==> src/rtl/sprite_pkg.sv <==
// Shared types for the sprite movement engine: directions, FSM states,
// keyboard codes and the reverse-direction helper.
package sprite_pkg;

  typedef enum logic [2:0] {
    DIR_NONE = 3'd0,
    UP       = 3'd1,
    DOWN     = 3'd2,
    LEFT     = 3'd3,
    RIGHT    = 3'd4
  } dir_t;

  typedef enum logic [1:0] {
    ST_IDLE   = 2'd0,
    ST_TURN_Q = 2'd1,
    ST_FWD_Q  = 2'd2,
    ST_COMMIT = 2'd3
  } state_t;

  localparam logic [7:0] KEY_A = 8'h04;
  localparam logic [7:0] KEY_D = 8'h07;
  localparam logic [7:0] KEY_S = 8'h16;
  localparam logic [7:0] KEY_W = 8'h1A;

  function automatic dir_t opposite(input dir_t d);
    dir_t r;
    case (d)
      UP:      r = DOWN;
      DOWN:    r = UP;
      LEFT:    r = RIGHT;
      RIGHT:   r = LEFT;
      default: r = DIR_NONE;
    endcase
    return r;
  endfunction

endpackage

==> src/rtl/key_dir_decode.sv <==
// Combinational USB keycode to direction decode; hit_o flags a movement key.
module key_dir_decode
  import sprite_pkg::*;
(
  input  logic [7:0] keycode_i,
  output dir_t       dir_o,
  output logic       hit_o
);

  always_comb begin
    dir_o = DIR_NONE;
    hit_o = 1'b1;
    case (keycode_i)
      KEY_A:   dir_o = LEFT;
      KEY_D:   dir_o = RIGHT;
      KEY_S:   dir_o = DOWN;
      KEY_W:   dir_o = UP;
      default: hit_o = 1'b0;
    endcase
  end

endmodule

==> src/rtl/sprite_mover.sv <==
// Per-frame sprite movement: buffered turns on tile-aligned positions, wall
// queries to the maze logic, bound checks and optional horizontal wrap.
module sprite_mover
  import sprite_pkg::*;
#(
  parameter int W         = 10,
  parameter int X_CENTER  = 320,
  parameter int Y_CENTER  = 240,
  parameter int X_MIN     = 0,
  parameter int X_MAX     = 639,
  parameter int Y_MIN     = 0,
  parameter int Y_MAX     = 479,
  parameter int STEP      = 1,
  parameter int SIZE      = 4,
  parameter int TILE_LOG2 = 3,
  parameter int WRAP_X    = 1
) (
  input  logic         Clk,
  input  logic         Reset_n,
  input  logic         frame_tick,
  input  logic [7:0]   keycode,
  output logic         q_valid,
  output logic [W-1:0] q_x,
  output logic [W-1:0] q_y,
  input  logic         q_ready,
  input  logic         q_blocked,
  output logic [W-1:0] pos_x,
  output logic [W-1:0] pos_y,
  output logic [W-1:0] size,
  output dir_t         dir,
  output logic         moving,
  output logic         frame_done,
  output logic         overrun,
  output state_t       dbg_state
);

  // Query handshake: a query is presented while q_valid is high with q_x/q_y
  // held constant; it completes on the first cycle with q_valid & q_ready,
  // which is the only cycle q_blocked is looked at.

  localparam logic signed [W:0] STEP_S  = (W+1)'(STEP);
  localparam logic signed [W:0] X_MIN_S = (W+1)'(X_MIN);
  localparam logic signed [W:0] X_MAX_S = (W+1)'(X_MAX);
  localparam logic signed [W:0] Y_MIN_S = (W+1)'(Y_MIN);
  localparam logic signed [W:0] Y_MAX_S = (W+1)'(Y_MAX);

  typedef struct packed {
    logic         oob;
    logic [W-1:0] x;
    logic [W-1:0] y;
  } cand_t;

  // One sign bit of headroom keeps pos - STEP at pos = 0 negative, not huge.
  function automatic cand_t calc_cand(input dir_t d, input logic [W-1:0] px,
                                      input logic [W-1:0] py);
    logic signed [W:0] sx;
    logic signed [W:0] sy;
    cand_t c;
    sx    = signed'({1'b0, px});
    sy    = signed'({1'b0, py});
    c.oob = 1'b0;
    case (d)
      LEFT:    sx = sx - STEP_S;
      RIGHT:   sx = sx + STEP_S;
      UP:      sy = sy - STEP_S;
      DOWN:    sy = sy + STEP_S;
      default: ;
    endcase
    if (sy < Y_MIN_S || sy > Y_MAX_S) c.oob = 1'b1;
    if (sx < X_MIN_S) begin
      if (WRAP_X != 0) sx = X_MAX_S;
      else c.oob = 1'b1;
    end else if (sx > X_MAX_S) begin
      if (WRAP_X != 0) sx = X_MIN_S;
      else c.oob = 1'b1;
    end
    c.x = sx[W-1:0];
    c.y = sy[W-1:0];
    return c;
  endfunction

  logic [1:0] rst_sync_q;
  logic       rst_n_int;

  always_ff @(posedge Clk or negedge Reset_n) begin
    if (!Reset_n) rst_sync_q <= 2'b00;
    else          rst_sync_q <= {rst_sync_q[0], 1'b1};
  end
  assign rst_n_int = rst_sync_q[1];

  state_t       state_q, state_d;
  dir_t         dir_q, dir_d, pend_q, pend_d, turn_q, turn_d;
  logic [W-1:0] pos_x_q, pos_x_d, pos_y_q, pos_y_d;
  logic [W-1:0] nx_q, nx_d, ny_q, ny_d;
  logic         moving_q, moving_d, done_q, done_d, ovr_q, ovr_d;
  logic         adopt, key_hit, turn_aligned;
  dir_t         key_dir;
  cand_t        turn_c, fwd_c;

  key_dir_decode u_dec (
    .keycode_i (keycode),
    .dir_o     (key_dir),
    .hit_o     (key_hit)
  );

  assign turn_c = calc_cand(turn_q, pos_x_q, pos_y_q);
  assign fwd_c  = calc_cand(dir_q, pos_x_q, pos_y_q);

  // A vertical turn needs X on the grid and vice versa.
  assign turn_aligned = (pend_q == UP || pend_q == DOWN) ?
                        (pos_x_q[TILE_LOG2-1:0] == '0) :
                        (pos_y_q[TILE_LOG2-1:0] == '0);

  always_comb begin
    state_d  = state_q;
    dir_d    = dir_q;
    turn_d   = turn_q;
    pos_x_d  = pos_x_q;
    pos_y_d  = pos_y_q;
    nx_d     = nx_q;
    ny_d     = ny_q;
    moving_d = moving_q;
    done_d   = 1'b0;
    adopt    = 1'b0;
    ovr_d    = ovr_q | (frame_tick && state_q != ST_IDLE);
    case (state_q)
      ST_IDLE: begin
        if (frame_tick) begin
          state_d = ST_FWD_Q;
          if (pend_q == DIR_NONE || pend_q == dir_q) begin
            adopt = 1'b1;
          end else if (pend_q == opposite(dir_q) || dir_q == DIR_NONE) begin
            dir_d = pend_q;
            adopt = 1'b1;
          end else if (turn_aligned) begin
            turn_d  = pend_q;
            state_d = ST_TURN_Q;
          end
        end
      end
      ST_TURN_Q: begin
        if (turn_c.oob) begin
          state_d = ST_FWD_Q;
        end else if (q_ready) begin
          if (!q_blocked) begin
            dir_d = turn_q;
            adopt = (pend_q == turn_q);
          end
          state_d = ST_FWD_Q;
        end
      end
      ST_FWD_Q: begin
        if (dir_q == DIR_NONE || fwd_c.oob) begin
          nx_d    = pos_x_q;
          ny_d    = pos_y_q;
          state_d = ST_COMMIT;
        end else if (q_ready) begin
          nx_d    = q_blocked ? pos_x_q : fwd_c.x;
          ny_d    = q_blocked ? pos_y_q : fwd_c.y;
          state_d = ST_COMMIT;
        end
      end
      ST_COMMIT: begin
        pos_x_d  = nx_q;
        pos_y_d  = ny_q;
        moving_d = (nx_q != pos_x_q) || (ny_q != pos_y_q);
        done_d   = 1'b1;
        state_d  = ST_IDLE;
      end
      default: state_d = ST_IDLE;
    endcase
    // A key seen in the same cycle as an adoption wins over the clear.
    pend_d = adopt ? DIR_NONE : pend_q;
    if (key_hit) pend_d = key_dir;
  end

  always_ff @(posedge Clk or negedge rst_n_int) begin
    if (!rst_n_int) begin
      state_q  <= ST_IDLE;
      dir_q    <= DIR_NONE;
      pend_q   <= DIR_NONE;
      turn_q   <= DIR_NONE;
      pos_x_q  <= W'(X_CENTER);
      pos_y_q  <= W'(Y_CENTER);
      nx_q     <= W'(X_CENTER);
      ny_q     <= W'(Y_CENTER);
      moving_q <= 1'b0;
      done_q   <= 1'b0;
      ovr_q    <= 1'b0;
    end else begin
      state_q  <= state_d;
      dir_q    <= dir_d;
      pend_q   <= pend_d;
      turn_q   <= turn_d;
      pos_x_q  <= pos_x_d;
      pos_y_q  <= pos_y_d;
      nx_q     <= nx_d;
      ny_q     <= ny_d;
      moving_q <= moving_d;
      done_q   <= done_d;
      ovr_q    <= ovr_d;
    end
  end

  assign q_valid    = (state_q == ST_TURN_Q && !turn_c.oob) ||
                      (state_q == ST_FWD_Q && dir_q != DIR_NONE && !fwd_c.oob);
  assign q_x        = (state_q == ST_TURN_Q) ? turn_c.x : fwd_c.x;
  assign q_y        = (state_q == ST_TURN_Q) ? turn_c.y : fwd_c.y;
  assign pos_x      = pos_x_q;
  assign pos_y      = pos_y_q;
  assign size       = W'(SIZE);
  assign dir        = dir_q;
  assign moving     = moving_q;
  assign frame_done = done_q;
  assign overrun    = ovr_q;
  assign dbg_state  = state_q;

endmodule

==> config.mk <==
export PLATFORM = sky130hd
export DESIGN_NAME = sprite_mover
export DESIGN_NICKNAME = d
export VERILOG_FILES = /design/src/rtl/sprite_pkg.sv /design/src/rtl/key_dir_decode.sv /design/src/rtl/sprite_mover.sv
export SDC_FILE = /design/constraint.sdc
export NUM_CORES = 1
export LEC_CHECK = 0
export ABC_CLOCK_PERIOD_IN_PS = 7700
export BUFFER_PORTS_ARGS = -buffer_cell sky130_fd_sc_hd__clkbuf_2
export CAP_MARGIN = 20
export CORE_ASPECT_RATIO = 0.7
export CORE_MARGIN = 2
export CORE_UTILIZATION = 40
export CTS_BUF_LIST = sky130_fd_sc_hd__clkbuf_8
export CTS_CLUSTER_DIAMETER = 120
export DETAILED_ROUTE_END_ITERATION = 8
export PLACE_DENSITY_LB_ADDON = 0.3
export SYNTH_ARGS = -nofsm -noshare
export SYNTH_HDL_FRONTEND = slang
export SYNTH_SLANG_ARGS = --single-unit
==> constraint.sdc <==
create_clock -name Clk -period 7.7 [get_ports Clk]
set_input_delay 0 -clock Clk [delete_from_list [all_inputs] [get_ports Clk]]
set_output_delay 0 -clock Clk [all_outputs]
set_load 0.05 [all_outputs]
==> qor.csv <==
metric,value,unit
outcome,"complete, no violations",
Crit Path Max Fanout,13,
CTS tree,yes,
cell area after layout,0.005562,mm²
post-placement cell area,0.005368,mm²
sequential area share after synthesis,27.69,%
worst-margin pin slew,0.9513,ns
Post-DRT Antenna Nets,0,
Vias per Instance,6.333,
Mapped Area,0.005115,mm²
Final min period,4.044,ns
final worst path period share,52.52,%
H-tree depth,2,
Num Clock Sinks,56,
"FFs w/ async S/R, synth",100.0,%
via count,5231,
hpwl dp,11950,µm
f_max,247.3,MHz
Post-CTS Resized,0,
Starting Density,41.04,%
final hold vios,0,
hold path cells,3,
setup bufs post-CTS,0,
WL/cell,20.05,µm
Critical Path RT,7.70,ns
DRC,0,
layout cell share with drive strength beyond 1,18.98,%
Iteration-0 DRC Markers,600,
number of global-route vias before repair,4584,
Crit Path Class,reg2out,
first-pass detailed-route iteration total,5,
YS warnings,0,
Clock Pin Slew Worst Setup and Hold Paths,0.11,ns
Detailed Route WL,16560,µm
Yosys cell types,73,
maxcap violations,0,
cells after synthesis,640,
clk_skew,0.01230,ns
"count leader, synth",nand2_1,
number of antenna violations at the first check in global routing,0,
Worst EP arrival,4.04,ns
crit end category,output pin,
crit path launch type,flop,
Setup WS post-layout,3.656,ns
synthesis-stage register bit count,56,
first-pass GRT wire length,26370,µm
Main synth FF type,dfrtp_1,
Core ar.,0.01246,mm²
I/O Pins,72,
largest net degree at the start of global routing,55,
top post-synthesis cells by area,"dfrtp_1 (22%), dfstp_2 (6.2%), xnor2_1 (5.8%), o21ai_0 (4.4%), nand2_1 (4.0%)",
setup total negative slack,0,ns
die height,98.61,µm
CTS Buf Count,5,
Root Buffer,clkbuf_8,
Reg2Reg Depth,8,
gr usage total,24.06,%
Buffers on Ports,61,
Syn-to-layout area delta,8.733,%
width of the die,139.2,µm
Final setup viols,0,
Fill cells,1261,
num rows,34,
worst skew pair latency,0.33,ns
WHS,0.02998,ns
area share of the largest cell type after synthesis,21.53,%
Synth top cells by count,"nand2_1 (55), o21ai_0 (45), dfrtp_1 (44)",
Avg Inst Size Synth,7.992,µm²
Nets,686,
Placer Congestion,0.9523,
Hold Crit Class,in2reg,
post-synth top area cell,dfrtp_1,
die area,0.01372,mm²
ANT cells,0,
unrepaired setup endpoints after global routing,false,
slew margin rel.,36.04,%
global route overflow,0,
max-slew violations,0,
Longest Clk Path Bufs,2,
"EDFF count, synth",0,
cts hold-fix bufs,7,
Placement Setup Slack,4.165,ns
[cell usage in the layout, fill, tap and decap left out, drive strengths merged, types with 12 or more instances in the layout]
| master | synthesis | routed |
|---|---|---|
| o22ai | 12 | 12 |
| nor3 | 24 | 24 |
| clkbuf | 38 | 66 |
| o21ai | 45 | 45 |
| inv | 24 | 24 |
| nand3 | 18 | 18 |
| xor2 | 17 | 17 |
| nor2 | 26 | 26 |
| dfstp | 12 | 12 |
| nand4 | 14 | 14 |
| mux2 | 14 | 14 |
| xnor2 | 34 | 34 |
| a21oi | 36 | 36 |
| nor4 | 15 | 15 |
| nand2 | 55 | 55 |
| dfrtp | 44 | 44 |
| a31oi | 22 | 22 |
[per-layer routing]
layer  GRT usage, %  wire, µm  vias to the layer above
li1               -         -                     2405
met2          36.64      7213                      277
met3          3.450      1249                       26
met5              0         0                        -
met4          4.662       237                        0
met1          36.48      7862                     2523
[worst max-delay path, stage by stage, from the launching register on]
cell and delay [ns]:
dfrtp_1 0.53, inv_1 0.23, ha_1 0.21, or3b_2 0.52, nor3_1 0.37, a41o_1 0.58
nor3b_1 0.19, and2_1 0.30, o31ai_1 0.44, clkbuf_2 0.36
[per-stage QoR]
stage / std cells / utilization, %
6_report: 826 / 44.62
5_1_grt: 826 / 44.62
4_1_cts: 825 / 44.56
3_5_place_dp: 810 / 43.06
3_3_place_gp: 810 / 43.06
2_1_floorplan: 649 / -
[final timing paths]
| check | start | end | slack, ns |
|---|---|---|---|
| min | keycode[3] | pend_q[1]$_DFFE_PN0P_ | 0.03 |
| min reg2reg | rst_sync_q[0]$_DFF_PN0_ | rst_sync_q[1]$_DFF_PN0_ | 0.36 |
| max reg2reg | pos_y[2]$_DFFE_PN0P_ | pend_q[2]$_DFFE_PN0P_ | 4.01 |
| max in group asynchronous | rst_sync_q[1]$_DFF_PN0_ | overrun$_DFF_PN0_ | 6.77 |
| max | pos_x[0]$_DFFE_PN0P_ | q_x[0] | 3.66 |
| min in group asynchronous | rst_sync_q[1]$_DFF_PN0_ | pos_y[3]$_DFFE_PN0P_ | 0.41 |
[final cells by class]
type | count | area (µm²) | area share [%]
clock buffers | 5 | 68.82 | 1.237
clock inverters | 3 | 47.55 | 0.8549
inverters | 25 | 93.84 | 1.687
multi-input cells | 503 | 3326 | 59.80
flip-flops and latches | 56 | 1418 | 25.49
well taps | 162 | 202.7 | 3.645
repair buffers | 72 | 405.4 | 7.289
[registers in the layout, indices dropped and copies added, names as in the netlist]
signal and cells:
dbg_state 2, pend_q 3, dir 3, frame_done 1, moving 1, pos_x 10
turn_q 3, nx_q 10, rst_sync_q 2, ny_q 10, overrun 1, pos_y 10
[kinds of logic (layout without fill, tap and decap cells)]
kind of cell               Yosys count  in the layout  synth area share, %
adders and majority gates           11             11                2.642
and+or+nand+nor                    212            212                22.53
other                                2             11               0.1468
muxes                               23             23                4.843
xor gates and xnor gates            51             51                8.733
AOI/OAI and AO/OA                  195            195                25.46
DFF                                 56             56                27.69
buffers and inverters               90            105                7.950
Power is not shown: default switching activity piles up to over one toggle a cycle in this logic, so the estimate is an artifact.
